File: src/rtl/tmr_scrub_if.sv
// Shared bank port between the scrub controller and a TMR register bank.
// The controller is the master; the bank (with its arbiter) is the slave.
interface tmr_scrub_if #(
   parameter int unsigned AW = 4,
   parameter int unsigned DW = 8
);
   logic          bank_req;
   logic          bank_gnt;
   logic [AW-1:0] addr;
   logic          rd_en;
   logic [DW-1:0] rdataA;
   logic [DW-1:0] rdataB;
   logic [DW-1:0] rdataC;
   logic          wr_en;
   logic [DW-1:0] wdata;

   modport master (
      output bank_req, addr, rd_en, wr_en, wdata,
      input  bank_gnt, rdataA, rdataB, rdataC
   );

   modport slave (
      input  bank_req, addr, rd_en, wr_en, wdata,
      output bank_gnt, rdataA, rdataB, rdataC
   );
endinterface

File: src/rtl/tmr_scrub_ctrl.sv
// Scrubber for triplicated register banks: walks every word, votes the A/B/C
// copies bitwise and writes the majority back when any copy disagrees.
module tmr_scrub_ctrl #(
   parameter int unsigned NREGS    = 16,
   parameter int unsigned AW       = 4,
   parameter int unsigned DW       = 8,
   parameter int unsigned INTERVAL = 1024,
   parameter int unsigned CNTW     = 16
) (
   input  logic            clk,
   input  logic            rst,
   input  logic            scrub_req,
   tmr_scrub_if.master     bank,
   output logic            busy,
   output logic            done,
   output logic [2:0]      err_lane,
   output logic            err_flag,
   output logic [CNTW-1:0] err_cnt,
   input  logic            err_clr
);

   localparam int unsigned     TW           = (INTERVAL > 1) ? $clog2(INTERVAL) : 1;
   localparam logic [TW-1:0]   TIMER_RELOAD = TW'(INTERVAL - 1);
   localparam logic [AW-1:0]   LAST_ADDR    = AW'(NREGS - 1);
   localparam logic [CNTW-1:0] CNT_MAX      = '1;

   localparam logic [2:0] IDLE  = 3'd0;
   localparam logic [2:0] REQ   = 3'd1;
   localparam logic [2:0] READ  = 3'd2;
   localparam logic [2:0] WAIT  = 3'd3;
   localparam logic [2:0] VOTE  = 3'd4;
   localparam logic [2:0] WRITE = 3'd5;
   localparam logic [2:0] NEXT  = 3'd6;

   logic [2:0]    state;
   logic [2:0]    nextState;
   logic [TW-1:0] timer;
   logic [AW-1:0] wordAddr;
   logic          active;
   logic [DW-1:0] capA;
   logic [DW-1:0] capB;
   logic [DW-1:0] capC;
   logic [DW-1:0] vote;
   logic [DW-1:0] wdataReg;
   logic [2:0]    laneMis;
   logic          mismatch;

   assign bank.bank_req = active;
   assign busy          = active;
   assign bank.addr     = wordAddr;
   assign bank.wdata    = wdataReg;

   // Bitwise majority of the captured copies and per-lane disagreement.
   assign vote     = (capA & capB) | (capB & capC) | (capA & capC);
   assign laneMis  = {capC != vote, capB != vote, capA != vote};
   assign mismatch = |laneMis;

   // Strobes follow the grant combinationally so a dropped grant never sees one.
   always_comb begin : fsmComb
      nextState  = state;
      bank.rd_en = 1'b0;
      bank.wr_en = 1'b0;
      case (state)
         IDLE: begin
            if (timer == '0 || scrub_req) nextState = REQ;
         end
         REQ: begin
            if (bank.bank_gnt) nextState = READ;
         end
         READ: begin
            bank.rd_en = bank.bank_gnt;
            if (bank.bank_gnt) nextState = WAIT;
         end
         WAIT: begin
            nextState = VOTE;
         end
         VOTE: begin
            nextState = mismatch ? WRITE : NEXT;
         end
         WRITE: begin
            bank.wr_en = bank.bank_gnt;
            if (bank.bank_gnt) nextState = NEXT;
         end
         NEXT: begin
            nextState = (wordAddr == LAST_ADDR) ? IDLE : READ;
         end
         default: begin
            nextState = IDLE;
         end
      endcase
   end

   // State, pass timer and word address.
   always_ff @(posedge clk) begin : fsmSeq
      if (rst) begin
         state    <= IDLE;
         timer    <= TIMER_RELOAD;
         wordAddr <= '0;
         active   <= 1'b0;
         done     <= 1'b0;
      end else begin
         state  <= nextState;
         active <= (nextState != IDLE);
         done   <= (nextState == NEXT) && (wordAddr == LAST_ADDR);
         if (state == IDLE) begin
            timer <= (nextState == REQ) ? TIMER_RELOAD : timer - TW'(1);
         end
         if (state == IDLE && nextState == REQ) begin
            wordAddr <= '0;
         end else if (state == NEXT && nextState == READ) begin
            wordAddr <= wordAddr + AW'(1);
         end
      end
   end

   // Read capture and voted write-back data.
   always_ff @(posedge clk) begin : dataSeq
      if (rst) begin
         capA     <= '0;
         capB     <= '0;
         capC     <= '0;
         wdataReg <= '0;
      end else begin
         if (state == WAIT) begin
            capA <= bank.rdataA;
            capB <= bank.rdataB;
            capC <= bank.rdataC;
         end
         if (state == VOTE) wdataReg <= vote;
      end
   end

   // Error reporting; a clear wins over a same-cycle increment but leaves err_lane alone.
   always_ff @(posedge clk) begin : errSeq
      if (rst) begin
         err_lane <= '0;
         err_flag <= 1'b0;
         err_cnt  <= '0;
      end else begin
         if (state == VOTE && mismatch) err_lane <= laneMis;
         if (err_clr) begin
            err_flag <= 1'b0;
            err_cnt  <= '0;
         end else if (state == VOTE && mismatch) begin
            err_flag <= 1'b1;
            if (err_cnt != CNT_MAX) err_cnt <= err_cnt + CNTW'(1);
         end
      end
   end

endmodule

File: src/flat_wrapper.sv
// flat-port wrapper written by rule: the top's interface ports become plain ports
module tmr_scrub_ctrl_flat 
#(
   parameter int unsigned NREGS    = 16,
   parameter int unsigned AW       = 4,
   parameter int unsigned DW       = 8,
   parameter int unsigned INTERVAL = 1024,
   parameter int unsigned CNTW     = 16
)
  (clk, rst, scrub_req, busy, done, err_lane, err_flag, err_cnt, err_clr, bank_bank_req, bank_addr, bank_rd_en, bank_wr_en, bank_wdata, bank_bank_gnt, bank_rdataA, bank_rdataB, bank_rdataC);
  tmr_scrub_if #(.AW(AW), .DW(DW)) bank_i ();
  input  logic clk;
  input  logic rst;
  input  logic scrub_req;
  output logic busy;
  output logic done;
  output logic [2:0] err_lane;
  output logic err_flag;
  output logic [CNTW-1:0] err_cnt;
  input  logic err_clr;
  output wire logic [$bits(bank_i.bank_req)-1:0] bank_bank_req;
  output wire logic [$bits(bank_i.addr)-1:0] bank_addr;
  output wire logic [$bits(bank_i.rd_en)-1:0] bank_rd_en;
  output wire logic [$bits(bank_i.wr_en)-1:0] bank_wr_en;
  output wire logic [$bits(bank_i.wdata)-1:0] bank_wdata;
  input wire logic [$bits(bank_i.bank_gnt)-1:0] bank_bank_gnt;
  input wire logic [$bits(bank_i.rdataA)-1:0] bank_rdataA;
  input wire logic [$bits(bank_i.rdataB)-1:0] bank_rdataB;
  input wire logic [$bits(bank_i.rdataC)-1:0] bank_rdataC;
  assign bank_bank_req = bank_i.bank_req;
  assign bank_addr = bank_i.addr;
  assign bank_rd_en = bank_i.rd_en;
  assign bank_wr_en = bank_i.wr_en;
  assign bank_wdata = bank_i.wdata;
  assign bank_i.bank_gnt = bank_bank_gnt;
  assign bank_i.rdataA = bank_rdataA;
  assign bank_i.rdataB = bank_rdataB;
  assign bank_i.rdataC = bank_rdataC;
  tmr_scrub_ctrl #(.NREGS(NREGS), .AW(AW), .DW(DW), .INTERVAL(INTERVAL), .CNTW(CNTW)) u_core (.clk(clk), .rst(rst), .scrub_req(scrub_req), .bank(bank_i), .busy(busy), .done(done), .err_lane(err_lane), .err_flag(err_flag), .err_cnt(err_cnt), .err_clr(err_clr));
endmodule
File: config.mk
export PLATFORM = sky130hd
export DESIGN_NAME = tmr_scrub_ctrl_flat
export DESIGN_NICKNAME = d
export VERILOG_FILES = /design/src/rtl/tmr_scrub_if.sv /design/src/rtl/tmr_scrub_ctrl.sv /design/src/flat_wrapper.sv
export SDC_FILE = /design/constraint.sdc
export NUM_CORES = 1
export LEC_CHECK = 0
export BUFFER_PORTS_ARGS = -buffer_cell sky130_fd_sc_hd__buf_4
export CORE_ASPECT_RATIO = 0.75
export CORE_UTILIZATION = 55
export CTS_CLUSTER_SIZE = 25
export DETAILED_ROUTE_END_ITERATION = 16
export PLACE_DENSITY = 0.79
export SYNTH_ARGS = -nofsm -noshare
export SYNTH_HDL_FRONTEND = slang
export SYNTH_SLANG_ARGS = --single-unit
File: constraint.sdc
create_clock -name clk -period 2.3 [get_ports clk]
set_clock_uncertainty 0.05 [all_clocks]
set_input_delay 0.345 -clock clk [delete_from_list [all_inputs] [get_ports clk]]
set_output_delay 0.345 -clock clk [all_outputs]
set_load 0.01 [all_outputs]
# Word-level counts from Yosys, hierarchy flattened
# Cells that the tools add are included.
word_totals:
  ff_bits: 71
  input_bits: 29
  elab_cells: 56
classes:
  add_sub_neg: 3
  n_eq_ne: 14
  mux: 10
  bitwise: 5
  n_reduce_logical: 12
op_table:
  columns: ["operator", "n"]
  rows:
  - ["bitwise AND 8 bit", 3]
  - ["inequality test 8 bit", 3]
  - ["case mux 3 bit (7 select lines)", 1]
  - ["adder 16 x 1 -> 16 bit, second input constant", 1]
  - ["inequality test 16 bit, second input constant", 1]
  - ["OR 8 bit", 2]
  - ["equality test 3 bit, second input constant", 4]
  - ["two-way mux 3 bit", 4]
  - ["logical NOT 10 bit", 1]
  - ["two-way mux 10 bit", 1]
  - ["subtractor 10 x 1 -> 10 bit, second input constant", 1]
  - ["equality test 3 x 2 -> 1 bit, second input constant", 3]
  - ["equality test 3 x 1 -> 1 bit, second input constant", 2]
  - ["adder 4 x 1 -> 4 bit, second input constant", 1]
  - ["equality test 4 bit, second input constant", 1]
  - ["logical AND 1 bit", 4]
  - ["two-way mux 2 bit", 2]
  - ["OR reduction 2 bit", 2]
  - ["logical NOT 3 bit", 1]
  - ["nonzero test 3 bit", 1]
  - ["OR reduction 3 bit", 1]
  - ["two-way mux 1 bit", 2]
  - ["AND reduction 2 bit", 1]
  - ["logical OR 1 bit", 1]

# Logic depth before layout (Yosys ltp)
logic_depth:
  depth_word: 10
  mapped_depth: 8
  ltp_nobuf: 8

# Worst setup path before layout
# Ideal clock, no wire load.
synth_path:
  kind: "register to register"
  start: "register u_core.timer[0]"
  end: "register u_core.timer[1]"
  setup_time_ps: 146
  t_arrival_ps: 1721
  required_time_ps: 2104
  path_slack_ps: 383
  stages_incl_launch_ff: 9
  path_buffers: 0
  cell_sequence: "dfxtp_1 -> inv_1 -> ha_1 -> or4b_1 -> nor3_1 -> a211oi_1 -> nor2_2 -> nor2_1 -> o211ai_1"
synth_via:
  elab_chain_len: 6
  word_cells_on_any_way: 7
  cone_classes: "1 x add/sub; 1 x eq/ne; 3 x mux; 2 x reduce/logical"
synth_lines:
  columns: ["element", "line_no", "source"]
  rows:
  - ["start, declared", "tmr_scrub_ctrl.sv:37", "logic [TW-1:0] timer;"]
  - ["start signal, assigned", "tmr_scrub_ctrl.sv:106", "timer <= (nextState == REQ) ? TIMER_RELOAD : timer - TW'(1);"]
  - ["logical NOT 10 bit", "tmr_scrub_ctrl.sv:65", "if (timer == '0 || scrub_req) nextState = REQ;"]
  - ["logical OR 1 bit", "tmr_scrub_ctrl.sv:65", null]
  - ["two-way mux 3 bit", "tmr_scrub_ctrl.sv:65", null]
  - ["case mux 3 bit (7 select lines)", "tmr_scrub_ctrl.sv:63", "case (state)"]
  - ["equality test 3 x 1 -> 1 bit", "tmr_scrub_ctrl.sv:106", null]
  - ["two-way mux 10 bit *", "tmr_scrub_ctrl.sv:106", null]
# Every way passes the cells marked *; elsewhere a longest branch is shown, timed or not.
# A chain may end at the register's enable or synchronous reset.

# Worst setup path after layout
layout_path:
  start: "register u_core.capC[5]"
  end: "register u_core.err_cnt[5]"
layout_via:
  elab_chain_len: 7
  word_cells_on_any_way: 10
  cone_classes: "3 x eq/ne; 4 x bitwise; 3 x reduce/logical"
layout_lines:
  columns: ["element", "line_no", "source"]
  rows:
  - ["start, declared", "tmr_scrub_ctrl.sv:42", "logic [DW-1:0] capC;"]
  - ["start signal, assigned", "tmr_scrub_ctrl.sv:127", "capC <= bank.rdataC;"]
  - ["bitwise AND 8 bit", "tmr_scrub_ctrl.sv:54", "assign vote = (capA & capB) | (capB & capC) | (capA & capC);"]
  - ["OR 8 bit (2 in series)", "tmr_scrub_ctrl.sv:54", null]
  - ["inequality test 8 bit", "tmr_scrub_ctrl.sv:55", "assign laneMis = {capC != vote, capB != vote, capA != vote};"]
  - ["OR reduction 3 bit *", "tmr_scrub_ctrl.sv:56", "assign mismatch = |laneMis;"]
  - ["logical AND 1 bit *", "tmr_scrub_ctrl.sv:144", "end else if (state == VOTE && mismatch) begin"]
  - ["AND reduction 2 bit (no source line) *", null, null]
  - ["end signal, assigned", "tmr_scrub_ctrl.sv:146", "if (err_cnt != CNT_MAX) err_cnt <= err_cnt + CNTW'(1);"]
  - ["end, declared", "tmr_scrub_ctrl.sv:18", "output logic [CNTW-1:0] err_cnt,"]
# Marked as above.

==> impl_metrics.py <==
metrics = {
    "power_and_ir_drop": {
        "vdd_drop_max_mv": 0.5130,
        "p_leak_nw": 1.652,
        "p_per_area_nw_per_um2": 585.4,
    },
    "route": {
        "drcViolationCount": 0,
        "wl_met1_mm": 4.042,
        "post_drt_wl_per_cell_um": 14.63,
        "drt-initial-drc-count": 200,
        "highest_layer": "met4",
        "drt_first_pass_iters": 5,
        "vias_per_cell": 5.710,
        "final_antenna_net_count": 0,
        "num_vias": 3249,
        "wl_met2_mm": 3.609,
        "met3_wirelength_um": 557,
        "routed_wirelength_mm": 8.327,
    },
    "grt": {
        "groute.usage.overall": 0.2610,
        "grt_remaining_overflow": 0,
        "pin_count_of_the_biggest_net_entering_global_routing": 42,
        "grt_pass1_vias": 2801,
        "grt_pass1_wl_mm": 13.66,
        "initial_antenna_violation_count": 0,
    },
    "clock_network": {
        "clock_tree.htree_level_count": 3,
        "worst_setup_hold_path_clk_slew_ns": 0.08,
        "tritoncts_num_sinks": 71,
        "clock_insertion_delay_worst_skew_ns": 0.35,
        "numCtsBuffers": 9,
        "tritoncts": "done",
        "clk_root_buffer_cell": "sky130_fd_sc_hd__clkbuf_8",
        "cts-root-to-sink-buffers": 2,
    },
    "synth": {
        "synth_flop_cell": "sky130_fd_sc_hd__dfxtp_1",
        "synth_cell_type_count": 59,
        "synth-xor-area-share": 0.03192,
        "post_synth_inst_count": 416,
        "synthSimpleGateAreaFrac": 0.3181,
        "synthesis.nets": 448,
        "synth_async_sr_flop_share": 0,
        "synth_compound_area_frac": 0.1912,
        "yosys_register_bits": 71,
        "syn-cell-area_um2": 3567,
        "synth_edf_count": 0,
        "seq_area_frac_synth": 0.3985,
        "synthesis.area_per_instance_um2": 8.575,
        "muxShareOfSynthArea": 0.01964,
        "synth.yosys.warnings": 0,
        "synth_top_family_by_area": "simple AND/OR/NAND/NOR gates",
        "yosys.area_share.adder": 0.01052,
    },
    "timing": {
        "clock.fmax_mhz": 465.8,
        "timing.max_slew.rel_slack": 0.3881,
        "final-hold-violation-count": 0,
        "timing.final.crit_period_ns": 2.147,
        "timing_worst_slew_pin_value_ns": 0.9145,
        "timing.final.setup_violations": 0,
        "total_negative_slack_ns": 0,
        "final_min_period_over_clock_period": 0.9334,
        "holdWs_ns": 0.1846,
        "slew_viol_final": 0,
        "grt_setup_unrepaired": "false",
    },
    "die": {
        "fp.dieH_um": 71.75,
        "initial_core_util": 0.5674,
        "fp.dieW_um": 94.99,
        "floorplan.rows": 25,
        "core_area_um2": 6287,
        "ioPinCount": 66,
        "die_area_um2": 6815,
    },
    "hold_path": {
        "whs_endpoint": "u_core.capC[5]",
        "timing.hold.worst_path_depth": 3,
        "hold_start": "bank_rdataC[5]",
        "worstHoldPathType": "input pin to register",
    },
    "critical_path": {
        "timing.rr.start": "u_core.capC[5]",
        "critPathCaptureType": "register",
        "worst-endpoint-required_ns": 2.50,
        "worstSetupStartpointType": "register",
        "crit_type": "register to register",
        "rr_worst_depth": 8,
        "timing.rr.end": "u_core.err_cnt[5]",
        "crit_path_max_fanout": 8,
        "setup_slack_reg_to_reg_ns": 0.15,
        "cp_data_arrival_time_ns": 2.35,
    },
    "job": {
        "drv_cap": 0,
    },
    "cells_and_area": {
        "finish.net_count": 515,
        "antenna-diode-count": 0,
        "drive_gt1_frac": 0.2398,
        "syn2layout_area_growth_pct": 22.10,
        "final.fill_count": 507,
    },
    "placement": {
        "io_buffer_count": 65,
        "dp.final_hpwl_mm": 5.875,
        "place_congestion": 0.8288,
    },
    "run_status": {
        "status": "finished, final reports clean",
    },
}
==> Yosys cell counts (3+ instances only) <==
cell / count / area (µm²)
sky130_fd_sc_hd__a41o_1: 3 / 30.03
sky130_fd_sc_hd__or3b_1: 12 / 105.1
sky130_fd_sc_hd__nor4_4: 3 / 63.81
sky130_fd_sc_hd__or3_1: 7 / 43.79
sky130_fd_sc_hd__clkbuf_1: 15 / 56.30
sky130_fd_sc_hd__nor2_1: 24 / 90.09
sky130_fd_sc_hd__a31oi_1: 5 / 31.28
sky130_fd_sc_hd__o21a_1: 10 / 75.07
sky130_fd_sc_hd__inv_1: 6 / 22.52
sky130_fd_sc_hd__xnor2_1: 9 / 78.83
sky130_fd_sc_hd__ha_1: 3 / 37.54
sky130_fd_sc_hd__nand4_1: 10 / 62.56
sky130_fd_sc_hd__nand3b_1: 15 / 112.6
sky130_fd_sc_hd__a21oi_1: 48 / 240.2
sky130_fd_sc_hd__nand3_1: 5 / 25.02
sky130_fd_sc_hd__mux2i_1: 7 / 70.07
sky130_fd_sc_hd__o221ai_2: 3 / 45.04
sky130_fd_sc_hd__and3_1: 4 / 25.02
sky130_fd_sc_hd__dfxtp_1: 71 / 1421
sky130_fd_sc_hd__a31o_1: 3 / 26.28
sky130_fd_sc_hd__nor3_1: 9 / 45.04
sky130_fd_sc_hd__a211oi_1: 11 / 82.58
sky130_fd_sc_hd__nand2_1: 77 / 289.0
sky130_fd_sc_hd__o32ai_1: 3 / 26.28
sky130_fd_sc_hd__xor2_1: 4 / 35.03
sky130_fd_sc_hd__nand2b_1: 7 / 43.79
==> placed cells by master, fill, tap and decap left out, drive strengths merged, types with 2 or more instances in the layout <==
| master | synthesis | final |
|---|---|---|
| inv | 6 | 7 |
| and4 | 3 | 3 |
| nor4 | 5 | 5 |
| dfxtp | 71 | 71 |
| a31o | 3 | 3 |
| a21oi | 48 | 48 |
| a211oi | 11 | 11 |
| clkinvlp | 0 | 2 |
| nor3 | 9 | 9 |
| xor2 | 4 | 4 |
| and2 | 2 | 2 |
| clkbuf | 15 | 9 |
| ha | 3 | 3 |
| nand4 | 13 | 13 |
| o2111ai | 2 | 2 |
| a41o | 3 | 3 |
| or2 | 4 | 4 |
| nor2 | 26 | 26 |
| a31oi | 6 | 6 |
| o22ai | 2 | 2 |
| buf | 5 | 76 |
| nand2 | 77 | 77 |
| or3 | 7 | 7 |
| and3 | 4 | 4 |
| or3b | 13 | 13 |
| a21o | 2 | 2 |
| nor2b | 2 | 2 |
| o32ai | 3 | 3 |
| clkinv | 0 | 3 |
| nand3 | 5 | 5 |
| nand3b | 15 | 15 |
| nand2b | 8 | 8 |
| o21a | 10 | 10 |
| o221ai | 4 | 4 |
| o21ai | 2 | 2 |
| mux2i | 7 | 7 |
| xnor2 | 9 | 9 |
==> how the worst max path moves through the flow <==
| stage | from | depth (start not counted) | slack (ns) | endpoint |
|---|---|---|---|---|
| after detailed placement | u_core.capA[0] | 6 | 0.12 | u_core.err_cnt[5] |
| final | u_core.capC[5] | 8 | 0.15 | u_core.err_cnt[5] |
| after global placement | u_core.capA[0] | 6 | 0.18 | u_core.err_cnt[5] |
| after CTS | u_core.capA[0] | 6 | 0.09 | u_core.err_cnt[5] |
| after floorplan | u_core.timer[0] | 8 | 0.38 | u_core.timer[1] |
| after global routing | u_core.capA[1] | 6 | 0.02 | u_core.err_cnt[6] |
==> cell type report <==
cell class,instances,area [µm²],share of cell area
multi-input combinational,319,2041,0.4685
sequential,71,1424,0.3269
clock buffer,9,123.9,0.02844
timing repair buffer,76,570.5,0.1310
tap,81,101.3,0.02327
inverter,6,22.52,0.005171
clock inverter,7,72.57,0.01666
==> timing repair <==
item	CTS	global route
gates resized for setup	0	3
endpoints found under the setup margin	0	13
buffers inserted	0	4
hold buffers	0	0
==> kinds of logic (layout without fill, tap and decap cells) <==
group                    after synthesis  after routing
multiplexers                           7              7
flip-flops                            71             71
XOR/XNOR                              13             13
AO/OA/AOI/OAI                         98             98
AND/OR/NAND/NOR                      198            198
adder cells (fa/ha/maj)                3              3
buffers and inverters                 26             98
==> power breakdown <==
part,switching (mW),total [mW],internal (mW)
Sequential,0.0335,1.29,1.26
Combinational,0.141,0.266,0.125
Clock,0.493,0.995,0.502
==> flip-flops by register name, summed over array words and instances (netlist names) <==
name and count:
u_core.timer 10, u_core.capA 8, u_core.state 3, u_core.bank.wdata 8, u_core.err_lane 3, u_core.bank.addr 4, u_core.done 1, u_core.err_flag 1
u_core.capC 8, u_core.capB 8, u_core.bank.bank_req 1, u_core.err_cnt 16
==> metal layers <==
metal / up-vias / global-route usage
met5: - / 0
met4: 0 / 0.06734
met3: 10 / 0.07962
met2: 86 / 0.3629
met1: 1511 / 0.3884
li1: 1642 / -
==> critical path, cell delays in order, from the launching register on <==
cell                       delay [ns]
sky130_fd_sc_hd__dfxtp_1         0.46
sky130_fd_sc_hd__or3b_1          0.38
sky130_fd_sc_hd__nand4_1         0.16
sky130_fd_sc_hd__nor4_4          0.04
sky130_fd_sc_hd__buf_4           0.17
sky130_fd_sc_hd__a311oi_4        0.30
sky130_fd_sc_hd__buf_4           0.19
sky130_fd_sc_hd__a31oi_1         0.09
sky130_fd_sc_hd__a41o_1          0.21
==> stage by stage <==
stage / worst slack [ns] / util / instance area (µm²) / std cells / total power, mW
after CTS: 0.09088 / 0.6872 / 4320 / 565 / 2.560
after global placement: 0.1846 / 0.6559 / 4124 / 549 / 1.568
after floorplan: 0.3833 / - / 3567 / 416 / 1.480
after detailed placement: 0.1196 / 0.6559 / 4124 / 549 / 1.573
after global routing: 0.02076 / 0.6927 / 4355 / 569 / 2.659
final: 0.1531 / 0.6927 / 4355 / 569 / 2.549
Power figures use the tool's default switching activity.
